$ cat src/rtl/lsu_pkg.sv
// Shared encodings for the RV32I load/store unit: funct3 codes, fault causes,
// FSM states and the byte-offset-to-lane mapping fixed by the data RAM.
package lsu_pkg;

    // RV32I load/store funct3 codes (stores use B/H/W only).
    localparam logic [2:0] F3_B  = 3'b000;
    localparam logic [2:0] F3_H  = 3'b001;
    localparam logic [2:0] F3_W  = 3'b010;
    localparam logic [2:0] F3_BU = 3'b100;
    localparam logic [2:0] F3_HU = 3'b101;

    // Response cause codes.
    localparam logic [1:0] CAUSE_OK       = 2'b00;
    localparam logic [1:0] CAUSE_MISALIGN = 2'b01;
    localparam logic [1:0] CAUSE_ILLEGAL  = 2'b10;
    localparam logic [1:0] CAUSE_RANGE    = 2'b11;

    typedef enum logic [1:0] {
        S_IDLE,
        S_ACCESS,
        S_WAIT,
        S_RESP
    } state_e;

    // The RAM places the byte at address offset 0 on the most significant lane.
    function automatic logic [1:0] lane_of(input logic [1:0] offset);
        return 2'd3 - offset;
    endfunction

endpackage

$ cat src/rtl/lsu_mem_stage_lane_steer.sv
// Combinational byte-lane steering between RV32I values and the RAM word:
// store side builds lane data and enables, load side extracts and extends.
module lsu_lane_steer
    import lsu_pkg::*;
(
    input  logic [31:0] st_value,
    input  logic [1:0]  st_offset,
    input  logic [1:0]  st_size,
    output logic [31:0] st_data,
    output logic [3:0]  st_wen,
    input  logic [31:0] ld_word,
    input  logic [1:0]  ld_offset,
    input  logic [2:0]  ld_funct3,
    output logic [31:0] ld_result
);

    logic [3:0] st_byte_en;
    logic [7:0] ld_bytes [4];

    // Which bytes of the store value are written: 1, 2 or 4 starting at byte 0.
    always_comb begin
        case (st_size)
            2'b00:   st_byte_en = 4'b0001;
            2'b01:   st_byte_en = 4'b0011;
            default: st_byte_en = 4'b1111;
        endcase
    end

    // Scatter value byte k onto the lane holding address offset+k; unused lanes stay 0.
    always_comb begin
        // NOTE: every output gets a default before the loop so no path leaves it unassigned (no latch).
        st_data = '0;
        st_wen  = '0;
        for (int k = 0; k < 4; k++) begin
            if (st_byte_en[k]) begin
                st_data[{lane_of(st_offset + 2'(k)), 3'b000} +: 8] = st_value[8*k +: 8];
                st_wen[lane_of(st_offset + 2'(k))]                 = 1'b1;
            end
        end
    end

    // Gather byte k of the loaded value from the lane holding address offset+k.
    always_comb begin
        for (int k = 0; k < 4; k++) begin
            ld_bytes[k] = ld_word[{lane_of(ld_offset + 2'(k)), 3'b000} +: 8];
        end
    end

    // Sign- or zero-extend according to the load type.
    always_comb begin
        case (ld_funct3)
            F3_B:    ld_result = {{24{ld_bytes[0][7]}}, ld_bytes[0]};
            F3_H:    ld_result = {{16{ld_bytes[1][7]}}, ld_bytes[1], ld_bytes[0]};
            F3_W:    ld_result = {ld_bytes[3], ld_bytes[2], ld_bytes[1], ld_bytes[0]};
            F3_BU:   ld_result = {24'h0, ld_bytes[0]};
            F3_HU:   ld_result = {16'h0, ld_bytes[1], ld_bytes[0]};
            default: ld_result = '0;
        endcase
    end

endmodule

$ cat src/rtl/lsu_mem_stage.sv
// RV32I load/store unit in front of a byte-enabled RAM with a 1-cycle
// registered read. One request in flight; faults answer without touching RAM.
module lsu_mem_stage
    import lsu_pkg::*;
#(
    parameter int MemSize = 1024
) (
    input  logic        clk_i,
    input  logic        rst_i,
    input  logic        req_valid_i,
    output logic        req_ready_o,
    input  logic        req_we_i,
    input  logic [2:0]  req_funct3_i,
    input  logic [31:0] req_addr_i,
    input  logic [31:0] req_wdata_i,
    input  logic [4:0]  req_rd_i,
    output logic [31:0] mem_addr_o,
    output logic [31:0] mem_data_o,
    output logic [3:0]  mem_wen_o,
    input  logic [31:0] mem_data_i,
    output logic        rsp_valid_o,
    output logic [31:0] rsp_rdata_o,
    output logic [4:0]  rsp_rd_o,
    output logic [1:0]  rsp_cause_o
);

    state_e      state;
    logic        we_q;
    logic [2:0]  funct3_q;
    logic [3:0]  wen_q;
    logic        accept;
    logic        f3_legal;
    logic        misalign;
    logic        out_of_range;
    logic [1:0]  req_cause;
    logic [31:0] st_data;
    logic [3:0]  st_wen;
    logic [31:0] ld_result;

    assign req_ready_o = (state == S_IDLE) && !rst_i;
    assign accept      = req_valid_i && req_ready_o;

    // Reset gates the enables immediately so a store caught mid-ACCESS never lands.
    assign mem_wen_o = wen_q & {4{~rst_i}};

    assign f3_legal = req_we_i
        ? (req_funct3_i inside {F3_B, F3_H, F3_W})
        : (req_funct3_i inside {F3_B, F3_H, F3_W, F3_BU, F3_HU});
    assign misalign = (((req_funct3_i == F3_H) || (req_funct3_i == F3_HU)) && req_addr_i[0])
                    || ((req_funct3_i == F3_W) && (req_addr_i[1:0] != 2'b00));
    assign out_of_range = req_addr_i >= 32'(MemSize);

    // Fault priority: illegal funct3, then misalignment, then range.
    always_comb begin
        if (!f3_legal)         req_cause = CAUSE_ILLEGAL;
        else if (misalign)     req_cause = CAUSE_MISALIGN;
        else if (out_of_range) req_cause = CAUSE_RANGE;
        else                   req_cause = CAUSE_OK;
    end

    // Store steering uses the live request; load extraction uses the latched one.
    lsu_lane_steer u_steer (
        .st_value  (req_wdata_i),
        .st_offset (req_addr_i[1:0]),
        .st_size   (req_funct3_i[1:0]),
        .st_data   (st_data),
        .st_wen    (st_wen),
        .ld_word   (mem_data_i),
        .ld_offset (mem_addr_o[1:0]),
        .ld_funct3 (funct3_q),
        .ld_result (ld_result)
    );

    // Request FSM with all outputs registered; rsp_valid_o is high only in RESP.
    always_ff @(posedge clk_i) begin
        // NOTE: sequential state uses non-blocking assignments so every register sees pre-edge values.
        if (rst_i) begin
            state       <= S_IDLE;
            we_q        <= 1'b0;
            funct3_q    <= '0;
            wen_q       <= '0;
            mem_addr_o  <= '0;
            mem_data_o  <= '0;
            rsp_valid_o <= 1'b0;
            rsp_rdata_o <= '0;
            rsp_rd_o    <= '0;
            rsp_cause_o <= CAUSE_OK;
        end else begin
            rsp_valid_o <= 1'b0;
            case (state)
                S_IDLE: begin
                    if (accept) begin
                        we_q        <= req_we_i;
                        funct3_q    <= req_funct3_i;
                        mem_addr_o  <= req_addr_i;
                        rsp_rd_o    <= req_rd_i;
                        rsp_cause_o <= req_cause;
                        rsp_rdata_o <= '0;
                        if (req_cause != CAUSE_OK) begin
                            state       <= S_RESP;
                            rsp_valid_o <= 1'b1;
                        end else begin
                            state <= S_ACCESS;
                            if (req_we_i) begin
                                wen_q      <= st_wen;
                                mem_data_o <= st_data;
                            end
                        end
                    end
                end
                S_ACCESS: begin
                    wen_q <= '0;
                    if (we_q) begin
                        state       <= S_RESP;
                        rsp_valid_o <= 1'b1;
                    end else begin
                        state <= S_WAIT;
                    end
                end
                S_WAIT: begin
                    rsp_rdata_o <= ld_result;
                    rsp_valid_o <= 1'b1;
                    state       <= S_RESP;
                end
                S_RESP: begin
                    state <= S_IDLE;
                end
                default: begin
                    state <= S_IDLE;
                end
            endcase
        end
    end

endmodule

$ cat config.mk
export PLATFORM = sky130hd
export DESIGN_NAME = lsu_mem_stage
export DESIGN_NICKNAME = d
export VERILOG_FILES = /design/src/rtl/lsu_pkg.sv /design/src/rtl/lsu_mem_stage_lane_steer.sv /design/src/rtl/lsu_mem_stage.sv
export SDC_FILE = /design/constraint.sdc
export NUM_CORES = 1
export LEC_CHECK = 0
export CAP_MARGIN = 10
export CORE_MARGIN = 5
export CORE_UTILIZATION = 51
export DETAILED_ROUTE_END_ITERATION = 16
export GPL_TIMING_DRIVEN = 0
export PLACE_DENSITY = 0.95
export SYNTH_ARGS = -nofsm -noshare
export SYNTH_HDL_FRONTEND = slang
export SYNTH_SLANG_ARGS = --single-unit
$ cat constraint.sdc
create_clock -name clk_i -period 3.6 [get_ports clk_i]
set_input_delay 0.36 -clock clk_i [delete_from_list [all_inputs] [get_ports clk_i]]
set_output_delay 0.36 -clock clk_i [all_outputs]
set_load 0.02 [all_outputs]
Yosys cells after proc, flatten, opt, wreduce, memory -nomap -nowiden
Cells that the tools add are included.
{ "word_totals": {"regBits": 114, "input_bits": 108, "elab_cells": 135, "output_inout_bits": 109} }
{ "classes": {"eq_ne": 15, "shift": 12, "n_addsub": 18, "reduce_logical": 25, "n_bitwise": 7, "n_mux": 39, "order_cmp": 9} }
{ "ops": {"columns": ["operator", "count"], "rows": [
  ["$mux 32", 5],
  ["$pmux 32 s5", 1],
  ["$shift 8x7->32 const A", 4],
  ["$shiftx 32x6->8", 4],
  ["$shiftx 8x7->32", 4],
  ["$bwmux 32", 3],
  ["$pmux 32 s2", 1],
  ["$and 32x32->32", 1],
  ["$ge 32x11->1 const B", 1],
  ["$mux 4", 7],
  ["$neg 5->7", 4],
  ["$pmux 4 s2", 2],
  ["$sub 2x2->2 const A", 8],
  ["$eq 3x3->1 const B", 4],
  ["$lt 2x3->1 const B", 4],
  ["$or 4x4->4", 3],
  ["$mux 2", 5],
  ["$mux 1", 9],
  ["$add 2x2->2 const B", 4],
  ["$demux 1 s2", 4],
  ["$ge 2x1->1 const B", 4],
  ["$logic_and 1x1->1", 8],
  ["$pmux 2 s4", 1],
  ["$reduce_and 4->1", 2],
  ["other kinds (17)", 32]
]} }

Longest topological paths before layout
Gate-level depths: netlist of the first run.
{ "depth": {"word_depth": 16, "mapped_depth": 11, "mapped_depth_nobuf": 7} }

Cells and area by module
Synthesis of the first run repeated with hierarchy kept, for this count alone.
{ "unflattened": {"hier_cells": 853, "area_unflattened_um2": 6766.5} }
{ "modules_own_cells": {"columns": ["mod", "area_each_um2", "cells_per_inst", "seq_area_each_um2", "n_inst"], "rows": [
  ["lsu_mem_stage", 4395.5, 502, 2282.2, 1],
  ["lsu_lane_steer", 2371.0, 351, 0.0, 1]
]} }

Worst setup path before layout of the first run
Ideal clock, no wire load.
{ "synth_path": {"path_kind": "input -> register", "startpoint": "input req_addr_i[0]", "endpoint": "register mem_data_o[6]", "cell_stages": 11, "t_arrival_ns": 2.277, "path_buffers": 4, "required_time_ns": 3.530, "setup_ns": 0.070, "slack_ns": 1.252, "cell_sequence": "buf_2 > inv_1 > ha_1 > buf_2 > nor2b_1 > clkbuf_1 > and3_1 > clkbuf_1 > a22oi_1 > a211o_1 > a21oi_1"} }
{ "synth_via": {"elab_chain_len": 11, "elab_cells_between_ends": 38, "cone_classes": "add/sub: 11; order compare: 1; shift: 8; mux: 10; bitwise: 2; reduce/logical: 6"} }
{ "synth_rtl": {"columns": ["item", "line", "text"], "rows": [
  ["start, declared", "lsu_mem_stage.sv:14", "input logic [31:0] req_addr_i,"],
  ["branches (longest 11 deep; another with $neg 5->7)", null, null],
  ["end signal, assigned", "lsu_mem_stage.sv:106", "mem_data_o <= st_data;"],
  ["end, declared", "lsu_mem_stage.sv:18", "output logic [31:0] mem_data_o,"]
]} }
Parallel ways; which one is timed is not known.
A chain may end at the register's enable or synchronous reset.

Worst setup path in the final report of the first run
{ "layout_path": {"startpoint": "input req_addr_i[0]", "endpoint": "register mem_data_o[16]"} }
The elaborated chain is that of the path after synthesis.

==> results of run 1 <==
state kept, by name, summed over array words and instances (netlist names), 2 cells and up:
name and count:
funct3_q 3, mem_addr_o 32, mem_data_o 32, rsp_cause_o 2
rsp_rd_o 5, rsp_rdata_o 32, state 2, wen_q 4
cell usage in the layout, fill, tap and decap left out, drive strengths merged, types with 3 or more instances in the layout:
master / n
nor2b: 51
clkinv: 4
or4: 3
clkdlybuf4s50: 213
a222oi: 6
nand3: 87
nor4: 5
nor3: 10
a22o: 6
dfxtp: 114
mux2: 3
nand2: 127
a21o: 8
nor2: 24
a211oi: 57
a311oi: 25
o211ai: 3
ha: 13
mux4: 28
o21ai: 26
clkbuf: 61
o21a: 3
nand2b: 3
a21oi: 65
and2: 4
clkinvlp: 3
a22oi: 9
and3: 5
buf: 35
or3: 3
inv: 34
and3b: 4
metal layers:
layer,vias up,global-route usage,part of all wire
li1,3477,-,-
met1,3623,0.405,0.38
met2,588,0.521,0.45
met3,151,0.110,0.11
met4,0,0.158,0.054
met5,-,0,0
power by group through the flow:
stage          clock [µW]  sequential [µW]  combinational, µW
4_1_cts              1720             1520               1690
2_1_floorplan           0             1700                799
3_3_place_gp            0             1530               1600
5_1_grt              1780             1540               1820
3_5_place_dp            0             1540               1650
6_report             1730             1520               1730
stage by stage:
stage          setup slack (ns)  power [µW]  hold slack (ns)  setup TNS, ns   util
2_1_floorplan              1.25        2500            0.437              0      -
3_3_place_gp            -0.0644        3130            0.437        -0.0644  0.695
3_5_place_dp            -0.0476        3190            0.445        -0.0577  0.695
4_1_cts                   0.380        4930            0.455              0  0.741
5_1_grt                  0.0912        5140            0.467              0  0.741
6_report                  0.294        4980            0.453              0  0.741
final timing paths:
| kind | end | slack [ns] | cells past startpoint |
|---|---|---|---|
| setup / recovery | mem_data_o[16] | 0.29 | 12 |
| hold / removal | mem_addr_o[17] | 0.45 | 2 |
| setup reg to reg | rsp_rdata_o[1] | 0.87 | 9 |
| hold reg to reg | mem_addr_o[17] | 0.45 | 2 |
logic make-up (layout without fill, tap and decap cells):
| kind of cell | after synthesis | in the layout | synth area share |
|---|---|---|---|
| multiplexers | 33 | 33 | 0.101 |
| AND/OR/NAND/NOR | 332 | 332 | 0.243 |
| AO/OA/AOI/OAI | 222 | 222 | 0.228 |
| adder cells (fa/ha/maj) | 13 | 13 | 0.0241 |
| buffers and inverters | 107 | 352 | 0.0646 |
| flip-flops | 114 | 114 | 0.338 |
layout make-up:
class,count,area [µm²],area share
sequential,114,2280,0.235
clock buffer,22,474,0.0489
clock inverter,10,126,0.0130
timing repair buffer,213,2130,0.220
buffer,74,312,0.0321
inverter,33,124,0.0128
multi-input combinational,600,4030,0.415
tap,176,220,0.0227
tightest hold or removal path, stage by stage, from the launching register on:
cell	delay, ns
dfxtp_1	0.31
nand3_1	0.06
nand2_1	0.05
==> flow_summary.toml, run 1 <==
[outcome]
status = "complete, no violations"

[yosys]
synth-main-ff-cell = "dfxtp_1"
async_flop_share = 0
netlist.area_leader.share = 0.338
netlist_top_cells_count = "nand2_1 (126), dfxtp_1 (114), nand3_1 (87)"
synth_warnings = 0
synth_cell_type_count = 56
synth_most_common_cell = "nand2_1"
synth_edf_count = 0
avgSynthCellArea_um2 = 8.21
synthTopCellsByArea = "dfxtp_1 (34%), mux4_2 (9.4%), nand2_1 (7.0%)"
syn_area_um2 = 6740
synth_largest_area_cell = "dfxtp_1"
syn_inst = 821
ys_seq_elements = 114
syn-num-nets = 942
synth_seq_area_share = 0.338

[setup_path]
reg2reg_from = "state[0]"
path_buf_inv = 6
critPathMostFrequentCell = "buf_2"
path_max_fanout = 10
critPathTopFamily = "buffers and inverters"
cp_slowest_stage_delay_ns = 0.62
slowest_stage = "clkdlybuf4s50_1"
end_kind = "flip-flop"
worstSetupPathType = "in2reg"
crit_start = "req_addr_i[0]"
crit_path_start_kind = "input pin"
cp.arrival_ns = 3.63
path_cells = "clkdlybuf4s50_1, buf_2, inv_1, ha_1, buf_2, nor2b_1, clkbuf_1, buf_2, a21oi_1, a311oi_1, a211oi_1, a211oi_1"
required_ns = 3.93

[clocking]
cts-resized-gates = 0
htreeDepth = 4
postCtsHoldBufs = 0
clock_path_buffers = 2
insertion_delay_ns = 0.42
post_cts_buffers = 0
cts_tree = "built"
clock-root-buffer = "clkbuf_16"
cts.clk_slew.worst_paths_ns = 0.06
cts_made_buffers = 17
cts.sink_count = 114

[pwr]
clockPowerShare = 0.347
switching_power_uw = 1760
powerDensity_nw_per_um2 = 513
p_seq_frac = 0.306
p_int_uw = 3220
max-vdd-ir-drop_v = 0.000383
p_leak_uw = 0.00345
p_comb_frac = 0.347
switching_share = 0.353

[drt]
wl_per_cell_um = 21.4
drt-initial-drc-count = 1217
finalWirelength_um = 26600
vias = 7839
antenna_left = 0
drc = 0
via_per_inst = 6.31
firstDrtPassIters = 7

[global_routing]
antenna_found_initial = 0
grt_pass1_wl_um = 41500
grt_start_max_net_pins = 17
grt_overflow = 0
first_global_vias = 7763
grt_use_total = 0.329

[timing]
rsz0062_at_grt = "false"
worstMarginPinSlew_ns = 0.950
fmax_mhz = 302
min_period_ns = 3.31
skew_ns = 0.0121
finalHoldViolations = 0
slew_violations = 0
post-route-period-util = 0.918
relSlewSlack = 0.362
setup_viol = 0

[job]
maxCapViolations = 0

[placement]
numPortBuffers = 213
dpl_cell_area_um2 = 9100
dpl.cell_count = 1210
gp_congestion = 1.01
dp_hpwl_um = 19300

[layout]
synthToLayoutAreaGrowth_pct = 43.8
antenna_cells = 0
fillCellCount = 894
final-instance-count-excl-fill = 1242
final_area_um2 = 9700
layout-drive-gt1-share = 0.0882
layout.nets = 1174

[floorplan]
die_w_um = 125
design.die.area_um2 = 15600
start_util = 0.515
io-pin-count = 217
coreArea_um2 = 13100
rows = 42
die_y_um = 125

[min_path]
hp-class = "reg2reg"
holdCritStartpoint = "mem_addr_o[17]"
(Power assumes the default switching activity.)
==> run 2: changes to the inputs <==
Settings changed: ABC_CLOCK_PERIOD_IN_PS set to 3600, SLEW_MARGIN set to 10.
==> results of run 2 <==
No change in the layout: final DEF, timing and power equal those of run 1.
